### src/rtl/countdown_timer_pkg.sv
// Shared types and constants for the cooking-time countdown.
package countdown_timer_pkg;

  typedef enum logic [1:0] {
    ST_ZERO = 2'd0,
    ST_SET  = 2'd1,
    ST_RUN  = 2'd2
  } state_e;

  localparam logic [3:0] BCD_MAX       = 4'd9;
  localparam logic [3:0] SEC_TENS_WRAP = 4'd5;

  typedef struct packed {
    logic [3:0] mins;
    logic [3:0] tens;
    logic [3:0] ones;
  } bcd_time_t;

  function automatic logic is_zero(bcd_time_t t);
    return (t == '0);
  endfunction

endpackage

### src/rtl/countdown_timer_if.sv
// Keypad, magnetron-control and display signals of the countdown timer.
interface countdown_timer_if;
  logic       key_valid;
  logic [3:0] key_digit;
  logic       mag_on;
  logic       time_over;
  logic       done;
  logic [3:0] mins;
  logic [3:0] secs_tens;
  logic [3:0] secs_ones;

  modport master (
    output key_valid, key_digit, mag_on,
    input  time_over, done, mins, secs_tens, secs_ones
  );

  modport slave (
    input  key_valid, key_digit, mag_on,
    output time_over, done, mins, secs_tens, secs_ones
  );
endinterface

### src/rtl/countdown_timer_bcd_down_digit.sv
// One BCD digit decrementer; loads WRAP and borrows when decremented from 0.
module bcd_down_digit #(
  parameter logic [3:0] WRAP = 4'd9
) (
  input  logic [3:0] digit,
  input  logic       dec_in,
  output logic [3:0] digit_dec,
  output logic       borrow_out
);

  // Digits 6..9 in the tens position simply count down like any other value.
  always_comb begin
    digit_dec  = digit;
    borrow_out = 1'b0;
    if (dec_in) begin
      if (digit == 4'd0) begin
        digit_dec  = WRAP;
        borrow_out = 1'b1;
      end else begin
        digit_dec = digit - 4'd1;
      end
    end
  end

endmodule

### src/rtl/countdown_timer.sv
// M:SS cooking-time countdown: keypad shift-in while idle, one decrement per
// TICK_DIV cycles while the magnetron runs, time_over/done to magnetron control.
//
// state   | meaning
// ST_ZERO | stored time is 0:00
// ST_SET  | nonzero time, magnetron off (entry allowed)
// ST_RUN  | nonzero time, magnetron on (counting down)
module countdown_timer
  import countdown_timer_pkg::*;
#(
  parameter int TICK_DIV = 50_000_000
) (
  input  logic              clk,
  input  logic              Nreset,
  input  logic              Nclear,
  countdown_timer_if.slave  tif
);

  localparam int PW = $clog2(TICK_DIV);
  localparam logic [PW-1:0] PRESC_LAST = PW'(TICK_DIV - 1);

  state_e          state_q, state_d;
  bcd_time_t       time_q, time_d, time_dec, key_time;
  logic [PW-1:0]   presc_q, presc_d;
  logic            time_over_q, time_over_d;
  logic            done_q, done_d;
  logic            count_en, tick, dec_ok, key_ok;
  logic            borrow_ones, borrow_tens, borrow_mins;

  // Counting is enabled on the SET->RUN edge already, so the first tick lands
  // on the TICK_DIV-th edge after mag_on rises.
  assign count_en = tif.mag_on && (state_q != ST_ZERO);
  assign tick     = count_en && (presc_q == PRESC_LAST);
  // A borrow out of the minutes digit would mean decrementing 0:00.
  assign dec_ok   = tick && !borrow_mins;
  assign key_ok   = tif.key_valid && (tif.key_digit <= BCD_MAX) && !tif.mag_on;
  assign key_time = {time_q.tens, time_q.ones, tif.key_digit};

  bcd_down_digit #(.WRAP(BCD_MAX)) u_ones (
    .digit      (time_q.ones),
    .dec_in     (tick),
    .digit_dec  (time_dec.ones),
    .borrow_out (borrow_ones)
  );

  bcd_down_digit #(.WRAP(SEC_TENS_WRAP)) u_tens (
    .digit      (time_q.tens),
    .dec_in     (borrow_ones),
    .digit_dec  (time_dec.tens),
    .borrow_out (borrow_tens)
  );

  bcd_down_digit #(.WRAP(BCD_MAX)) u_mins (
    .digit      (time_q.mins),
    .dec_in     (borrow_tens),
    .digit_dec  (time_dec.mins),
    .borrow_out (borrow_mins)
  );

  // State, time, prescaler and output registers.
  always_ff @(posedge clk or negedge Nreset) begin
    if (!Nreset) begin
      state_q     <= ST_ZERO;
      time_q      <= '0;
      presc_q     <= '0;
      time_over_q <= 1'b1;
      done_q      <= 1'b0;
    end else begin
      state_q     <= state_d;
      time_q      <= time_d;
      presc_q     <= presc_d;
      time_over_q <= time_over_d;
      done_q      <= done_d;
    end
  end

  // Next state: clear beats decrement beats key entry; prescaler idles at 0.
  always_comb begin
    state_d = state_q;
    time_d  = time_q;
    presc_d = '0;
    if (!Nclear) begin
      state_d = ST_ZERO;
      time_d  = '0;
    end else if (dec_ok) begin
      time_d  = time_dec;
      state_d = is_zero(time_dec) ? ST_ZERO : ST_RUN;
    end else if (count_en) begin
      presc_d = presc_q + PW'(1);
      state_d = ST_RUN;
    end else if (key_ok) begin
      time_d  = key_time;
      state_d = is_zero(key_time) ? ST_ZERO : ST_SET;
    end else if (state_q == ST_RUN) begin
      state_d = ST_SET;
    end
  end

  // Outputs follow the next-state time so they move with the digits.
  always_comb begin
    time_over_d = is_zero(time_d);
    done_d      = Nclear && dec_ok && is_zero(time_dec);
  end

  assign tif.time_over = time_over_q;
  assign tif.done      = done_q;
  assign tif.mins      = time_q.mins;
  assign tif.secs_tens = time_q.tens;
  assign tif.secs_ones = time_q.ones;

endmodule

### src/flat_wrapper.sv
// flat-port wrapper written by rule: the top's interface ports become plain ports
module countdown_timer_flat import countdown_timer_pkg::*;
#(
  parameter int TICK_DIV = 50_000_000
)
  (clk, Nreset, Nclear, tif_key_valid, tif_key_digit, tif_mag_on, tif_time_over, tif_done, tif_mins, tif_secs_tens, tif_secs_ones);
  countdown_timer_if tif_i ();
  input  logic clk;
  input  logic Nreset;
  input  logic Nclear;
  input wire logic [$bits(tif_i.key_valid)-1:0] tif_key_valid;
  input wire logic [$bits(tif_i.key_digit)-1:0] tif_key_digit;
  input wire logic [$bits(tif_i.mag_on)-1:0] tif_mag_on;
  output wire logic [$bits(tif_i.time_over)-1:0] tif_time_over;
  output wire logic [$bits(tif_i.done)-1:0] tif_done;
  output wire logic [$bits(tif_i.mins)-1:0] tif_mins;
  output wire logic [$bits(tif_i.secs_tens)-1:0] tif_secs_tens;
  output wire logic [$bits(tif_i.secs_ones)-1:0] tif_secs_ones;
  assign tif_i.key_valid = tif_key_valid;
  assign tif_i.key_digit = tif_key_digit;
  assign tif_i.mag_on = tif_mag_on;
  assign tif_time_over = tif_i.time_over;
  assign tif_done = tif_i.done;
  assign tif_mins = tif_i.mins;
  assign tif_secs_tens = tif_i.secs_tens;
  assign tif_secs_ones = tif_i.secs_ones;
  countdown_timer #(.TICK_DIV(TICK_DIV)) u_core (.clk(clk), .Nreset(Nreset), .Nclear(Nclear), .tif(tif_i));
endmodule
### config.mk
export PLATFORM = sky130hd
export DESIGN_NAME = countdown_timer_flat
export DESIGN_NICKNAME = d
export VERILOG_FILES = /design/src/rtl/countdown_timer_pkg.sv /design/src/rtl/countdown_timer_if.sv /design/src/rtl/countdown_timer_bcd_down_digit.sv /design/src/rtl/countdown_timer.sv /design/src/flat_wrapper.sv
export SDC_FILE = /design/constraint.sdc
export NUM_CORES = 1
export LEC_CHECK = 0
export BUFFER_PORTS_ARGS = -buffer_cell sky130_fd_sc_hd__buf_2
export CAP_MARGIN = 20
export CORE_MARGIN = 4
export CORE_UTILIZATION = 42
export CTS_BUF_LIST = sky130_fd_sc_hd__clkbuf_8
export DETAILED_ROUTE_END_ITERATION = 10
export GPL_TIMING_DRIVEN = 0
export MAX_ROUTING_LAYER = met4
export SETUP_SLACK_MARGIN = 0.15
export SYNTH_ARGS = -nofsm -noshare
export SYNTH_HDL_FRONTEND = slang
export SYNTH_SLANG_ARGS = --single-unit
### constraint.sdc
create_clock -name clk -period 6.4 [get_ports clk]
set_clock_uncertainty 0.15 [all_clocks]
set_input_delay 1.28 -clock clk [delete_from_list [all_inputs] [get_ports clk]]
set_output_delay 1.28 -clock clk [all_outputs]
set_load 0.05 [all_outputs]
== Yosys cells after proc, flatten, opt, wreduce, memory -nomap -nowiden ==
Index checks and enable logic that the tools add are counted.

* $add $sub $neg: 4
* Mux-type cells: 26
* Order comparisons: 1
* Reduce and logical (&&, ||, !) cells: 16
* Equality and inequality tests: 3

{| class="wikitable"
|+ Operators with widths
! kind !! count
|-
| 26-bit 2-to-1 mux || 3
|-
| 12-bit 2-to-1 mux || 4
|-
| 12-bit logical NOT || 3
|-
| 26-bit by 1-bit adder with 26-bit output (second input constant) || 1
|-
| 26-bit equality test (second input constant) || 1
|-
| 4-bit 2-to-1 mux || 6
|-
| 4-bit logical NOT || 3
|-
| 2-bit 2-to-1 mux || 6
|-
| 4-bit by 1-bit subtractor with 4-bit output (second input constant) || 3
|-
| 1-bit logical AND || 7
|-
| 1-bit 2-to-1 mux || 7
|-
| 5-bit by 1-bit != test with 1-bit output (second input constant) || 1
|-
| 4-bit less-or-equal comparator (second input constant) || 1
|-
| 2-bit equality test (second input constant) || 1
|-
| 1-bit logical NOT || 2
|-
| 2-bit nonzero test || 1
|}

* Bits of input ports: 9
* Logic and storage cells: 57
* Output and inout bits: 14
* Register bits: 42

== Longest topological paths before layout ==
Gate-level depths: netlist (run 1).

* Depth after elaboration: 11
* Mapped depth: 10
* Mapped depth without buffers: 9

== Cells and area by module ==
Synthesis (run 1) repeated with hierarchy kept, for this count alone.

* Cell total of the unflattened synthesis: 271
* Area, all modules: 2556.2 µm²

{| class="wikitable"
|+ Modules (own cells, without submodules)
! module !! cells each !! area an instance (µm²) !! instances
|-
| countdown_timer || 240 || 2339.7 || 1
|-
| bcd_down_digit (u_core.u_mins ...) || 11 || 78.8 || 2
|-
| bcd_down_digit (u_core.u_tens) || 9 || 58.8 || 1
|}

== Least setup slack after synthesis (run 1) ==
Ideal clock, no wire load.

* Kind: input port to flip-flop
* Start: input tif_mag_on
* End: register u_core.time_over_q, in the netlist u_core.tif.time_over
* Required time: 6160 ps
* Stages: 8
* Arrival time: 3026 ps
* Setup time: 90 ps
* Path slack: 3134 ps
* Path buffers: 1
* Cells stage by stage: o21a_1 nand4_2 or4_4 buf_6 o311ai_2 a21oi_1 or2_1 nor4_2

{| class="wikitable"
|+ RTL lines
! item !! line !! text
|-
| from (decl) || flat_wrapper.sv:13 || <nowiki>input wire logic [$bits(tif_i.mag_on)-1:0] tif_mag_on;</nowiki>
|-
| to (signal assigned) || countdown_timer.sv:72 || <nowiki>time_over_q <= time_over_d;</nowiki>
|-
| to (decl) || countdown_timer.sv:25 || <nowiki>logic time_over_q, time_over_d;</nowiki>
|}

==> impl_metrics.toml, run 1 <==
[sta]
hold_viol = 0
setup-tns-final_ns = 0
setup_viol = 0
setup_slack_ns = 2.84
min_period_ns = 3.56
rsz0062_at_grt = "false"
finalMaxSlewViolations = 0
fmaxAchievable_ghz = 0.281
worst_pin_slew_ns = 0.941
slew_headroom_pct = 37.2
min_period_over_period_pct = 55.6

[critical_path]
path_delay_family = "simple AND/OR/NAND/NOR gates"
cp_max_fo = 8
cp.arrival_ns = 3.61
setup.worst_path.class = "input pin to flop"
required_ns = 6.46
slowest_delay_ns = 0.82
critPathSlowestCell = "nor4b_2"
crit_buf_inv = 1
crit_path_cell_trace = "buf_2 > o21a_1 > nand4_2 > nor4b_2 > o41ai_1 > or4_1 > nor4_2"
critical_path.startpoint_type = "input pin"
endpoint_kind = "flop"

[place]
gp_routability_congestion = 0.887
hpwl_um = 4050
dp_slack_ns = 2.54
port_buffers = 22

[synth]
synth_top_family_by_area = "simple AND/OR/NAND/NOR gates"
syn_inst = 262
syn_area_sq_um = 2440
synthArstFlopShare_pct = 100
synth_xor_area_share_pct = 8.25
synth_compound_area_share_pct = 13.8
synth.most_common_cell = "nor2_1"
synth.area.mux_share_pct = 2.15
ys_types = 61
synth_commonest_cells = "50 x nor2_1, 41 x dfrtp_1, 18 x nand2_1"
ys.flop_type = "dfrtp_1"
synth_seq_cells = 42
synth_edf_count = 0
yosysSeqAreaShare_pct = 43.1
syn_avg_cell_area_sq_um = 9.32
synth_top_area_share_pct = 42.0
synth_top_area_cell = "dfrtp_1"
synth-simple-area-share_pct = 27.6
synthAdderAreaFrac_pct = 1.95
yosysWarnings = 0
synthTopCellsByArea = "dfrtp_1 42%, nor2_1 7.7%, xor2_1 4.3%"
syn_nets = 274

[clocking]
cts_buffer_depth = 2
path_clk_slew_ns = 0.08
clock_latency_ns = 0.30
cts_root_buffer = "clkbuf_8"
numCtsBuffers = 5
post-cts-setup-buffers = 0
cts_resized = 0
cts.htree.levels = 2
holdBufCountCts = 0
cts_tree = "done"
clock_sink_count = 42

[power]
max-vdd-ir-drop_mv = 0.0951
power_density_nw_per_um2 = 187
power_leakage_nw = 1.16

[layout]
seqCellArea_sq_um = 1050
finalNetCount = 303
drive_gt1_share_pct = 18.2
syn2layout_area_growth_pct = 11.7
multi_input_area_sq_um = 1310
num_antenna_cells = 0
fillers = 550

[route]
drtIter0Drc = 126
vias = 2036
vias_per_cell = 5.59
wl_per_cell_um = 15.5
ant_nets = 0
dr.pass1.iters = 4
drc_errors = 0
wirelength_um = 5650

[floorplan]
dieWidth_um = 84.2
fp.coreArea_sq_um = 5570
rows = 27
io_pins = 23
dieArea_sq_um = 7100
die_h_um = 84.2
start_util_pct = 43.8

[global_route]
grt-ovfl-total = 0
antenna_found_initial = 0
grt_pass1_vias = 1947
grt_use_total_pct = 16.8
grt_pass1_wl_um = 9400
grt_max_degree = 43

[run]
max_cap_viol_count = 0

[status]
status = "finished clean"

[hold_path]
hp-class = "flop to flop"
[metal layers]
| metal | up-vias | part of all wire (%) | global-route usage, % |
|---|---|---|---|
| met1 | 959 | 46 | 21.5 |
| met4 | 0 | 1.6 | 6.73 |
| met5 | - | 0 | - |
| met3 | 8 | 5.1 | 3.63 |
| li1 | 1010 | - | - |
| met2 | 59 | 47 | 25.9 |
[worst paths after layout]
kind                            depth (start not counted)                             end                              start  slack, ns
worst max-delay path                                    7  u_core.tif.time_over$_DFF_PN1_                         tif_mag_on       2.84
worst min-delay path                                    1     u_core.presc_q[0]$_DFF_PN0_        u_core.presc_q[0]$_DFF_PN0_       0.35
worst max register to register                         10  u_core.tif.time_over$_DFF_PN1_  u_core.tif.secs_ones[0]$_DFF_PN0_       3.02
worst min register to register                          1     u_core.presc_q[0]$_DFF_PN0_        u_core.presc_q[0]$_DFF_PN0_       0.35
max in group asynchronous                               1    u_core.tif.mins[0]$_DFF_PN0_                             Nreset       4.53
min in group asynchronous                               1    u_core.tif.mins[1]$_DFF_PN0_                             Nreset       0.96
[layout by cell type, fill, tap and decap left out, drive strengths merged, types with 6 or more instances in the layout]
cell type / synthesis / final
nand3: 14 / 14
inv: 5 / 6
buf: 6 / 28
and3: 7 / 7
nor3: 9 / 9
or3: 6 / 6
nor2: 50 / 50
xnor2: 11 / 11
dfrtp: 41 / 41
a21oi: 10 / 10
clkbuf: 3 / 8
nand2: 18 / 18
xor2: 12 / 12
[through the flow]
step	cell area, sq um	hold WS, ns	cells	power [mW]	util (%)
2_1_floorplan	2440	0.305	262	0.326	-
4_1_cts	2730	0.351	364	0.521	48.9
3_5_place_dp	2640	0.338	356	0.349	47.4
6_report	2730	0.346	364	0.511	48.9
3_3_place_gp	2640	0.333	356	0.349	47.4
5_1_grt	2730	0.370	364	0.539	48.9
[logic make-up after synthesis]
kind of cell,count (synthesis)
AO/OA/AOI/OAI,46
XOR/XNOR,23
adder cells (fa/ha/maj),4
buffers and inverters,15
flip-flops,42
multiplexers,5
AND/OR/NAND/NOR,127
[area by class of cell]
type                    count  share of cell area [%]
clock buffers               5                    2.52
flip-flops and latches     42                    38.6
repair buffers             22                    4.04
well taps                  72                    3.30
multi-input cells         205                    48.1
inverters                   6                   0.826
plain buffers               9                    1.97
clock inverters             3                   0.642
[where the power goes]
part | leakage [nW] | switching, mW | internal, mW
Sequential | 0.581 | 0.00379 | 0.270
Combinational | 0.532 | 0.0487 | 0.0218
Clock | 0.0493 | 0.0915 | 0.0754
[registers in the layout (all words and copies together) (netlist names)]
register / cells
u_core.presc_q: 26
u_core.state_q: 2
u_core.tif.done: 1
u_core.tif.mins: 4
u_core.tif.secs_ones: 4
u_core.tif.secs_tens: 4
u_core.tif.time_over: 1
No activity file was read; power rests on OpenSTA's default activity.
==> run 2, diff against run 1 <==
- clock period: 6.4 -> 3.7 ns (I/O delays scaled with it)
==> run 2 against run 1 <==
Compared with the run above: count of clock-buffer cells in the layout did not move; critical path depth up 3; die area unchanged; clock power grew 73%; hold slack about the same; utilization hardly changed; sequential cell count stayed put.
==> impl_metrics.toml, run 2 (synthesis gave the netlist of run 1 again) <==
[global_route]
grt_max_degree = 43
grt_pass1_vias = 1947
grt-ovfl-total = 0
grt_use_total_pct = 16.8
antenna_found_initial = 0
grt_pass1_wl_um = 9400

[layout]
largest_register_ff_count = 26
finalNetCount = 303
final_cell_mix = "49 x nor2_1, 41 x dfrtp_1, 26 x buf_2, 18 x nand2_1, 14 x nand3_1"
syn2layout_area_growth_pct = 11.8
regMostFlops = "u_core.presc_q"
final_common_cell = "nor2_1"
drive_gt1_share_pct = 18.5
num_antenna_cells = 0

[floorplan]
dieWidth_um = 84.2
dieArea_sq_um = 7100
rows = 27
fp.coreArea_sq_um = 5570
start_util_pct = 43.8
io_pins = 23
die_h_um = 84.2

[place]
port_buffers = 22
gp_routability_congestion = 0.887
hpwl_um = 4050
dp_slack_ns = 0.372

[clocking]
clock_sink_count = 42
clock_latency_ns = 0.30
path_clk_slew_ns = 0.08
cts_root_buffer = "clkbuf_8"
cts_tree = "done"
numCtsBuffers = 5
holdBufCountCts = 0
cts.htree.levels = 2
cts_buffer_depth = 2

[run]
max_cap_viol_count = 0

[route]
drtIter0Drc = 121
wl_per_cell_um = 15.5
drc_errors = 0
wirelength_um = 5620
ant_nets = 0
vias_per_cell = 5.57
dr.pass1.iters = 4
vias = 2028

[power]
power_density_nw_per_um2 = 324
power_leakage_nw = 1.16
max-vdd-ir-drop_mv = 0.165

[hold_path]
hp-class = "flop to flop"
hp-start = "u_core.presc_q[0]$_DFF_PN0_"

[critical_path]
required_ns = 3.76
critical_path.startpoint_type = "flop"
cp_max_fo = 6
worstReg2RegStart = "u_core.tif.secs_ones[0]$_DFF_PN0_"
cp.arrival_ns = 3.37
crit_start = "u_core.tif.secs_ones[0]$_DFF_PN0_"
endpoint_kind = "flop"
setup.worst_path.class = "flop to flop"

[sta]
fmaxAchievable_ghz = 0.302
slew_headroom_pct = 37.3
min_period_over_period_pct = 89.5
worst_pin_slew_ns = 0.941
setup_slack_ns = 0.388
min_period_ns = 3.31
setup_viol = 0
hold_viol = 0
setup-tns-final_ns = 0
rsz0062_at_grt = "false"
finalMaxSlewViolations = 0

[status]
status = "finished clean"
==> run 2: cell types whose count changed in the layout (fill, tap and decap cells not counted) <==
cell    change
nor2_1      -1
nor2_2      +1
==> run 2: critical path: stages (launching register included) <==
cell and delay, ns:
dfrtp_1 0.42, inv_1 0.16, ha_1 0.24, or3b_2 0.45, clkbuf_1 0.20, nor2_2 0.18
mux2_2 0.35, nand3_1 0.10, o31ai_1 0.09, or4_1 0.60, nor4_2 0.27
==> run 2: layout make-up <==
class | instances | area [sq um]
Timing Repair Buffer | 22 | 110
Inverter | 6 | 22.5
Clock buffer | 5 | 68.8
Multi-Input combinational cell | 205 | 1320
Sequential cell | 42 | 1050
Buffer | 9 | 53.8
Clock inverter | 3 | 17.5
Tap cell | 72 | 90.1
Fill cell | 549 | 2840
==> run 2: worst paths after layout <==
check,to,slack [ns],cells after the start
worst max-delay path,u_core.tif.time_over$_DFF_PN1_,0.39,10
worst min-delay path,u_core.presc_q[0]$_DFF_PN0_,0.35,1
worst max register to register,u_core.tif.time_over$_DFF_PN1_,0.39,10
worst min register to register,u_core.presc_q[0]$_DFF_PN0_,0.35,1
max in group asynchronous,u_core.tif.mins[0]$_DFF_PN0_,2.37,1
min in group asynchronous,u_core.tif.mins[1]$_DFF_PN0_,0.42,1
==> run 2: timing repair <==
item,in CTS,in global routing
setup endpoints to repair,0,1
resized for setup,0,1
setup buffers,0,0
==> run 2: routing by layer <==
layer  part of all wire [%]  track usage [%]
met1                     46             21.5
met2                     47             25.9
met3                    4.5             3.63
met4                    2.0             6.73
met5                      0                -
==> run 2: per-stage QoR <==
stage                     std cells  hold WS, ns  total power, mW  instance area (sq um)  util (%)
after detailed placement        356        0.338            0.604                   2640      47.4
after global routing            364        0.370            0.932                   2730      49.0
after CTS                       364        0.351            0.901                   2730      48.9
after floorplan                 262        0.294            0.565                   2440         -
final                           364        0.346            0.884                   2730      49.0
after global placement          356        0.333            0.604                   2640      47.4
==> run 2: power breakdown <==
part	leakage, nW	switching, mW	internal, mW
combinational	0.532	0.0842	0.0379
clock	0.0493	0.158	0.130
sequential	0.581	0.00655	0.467
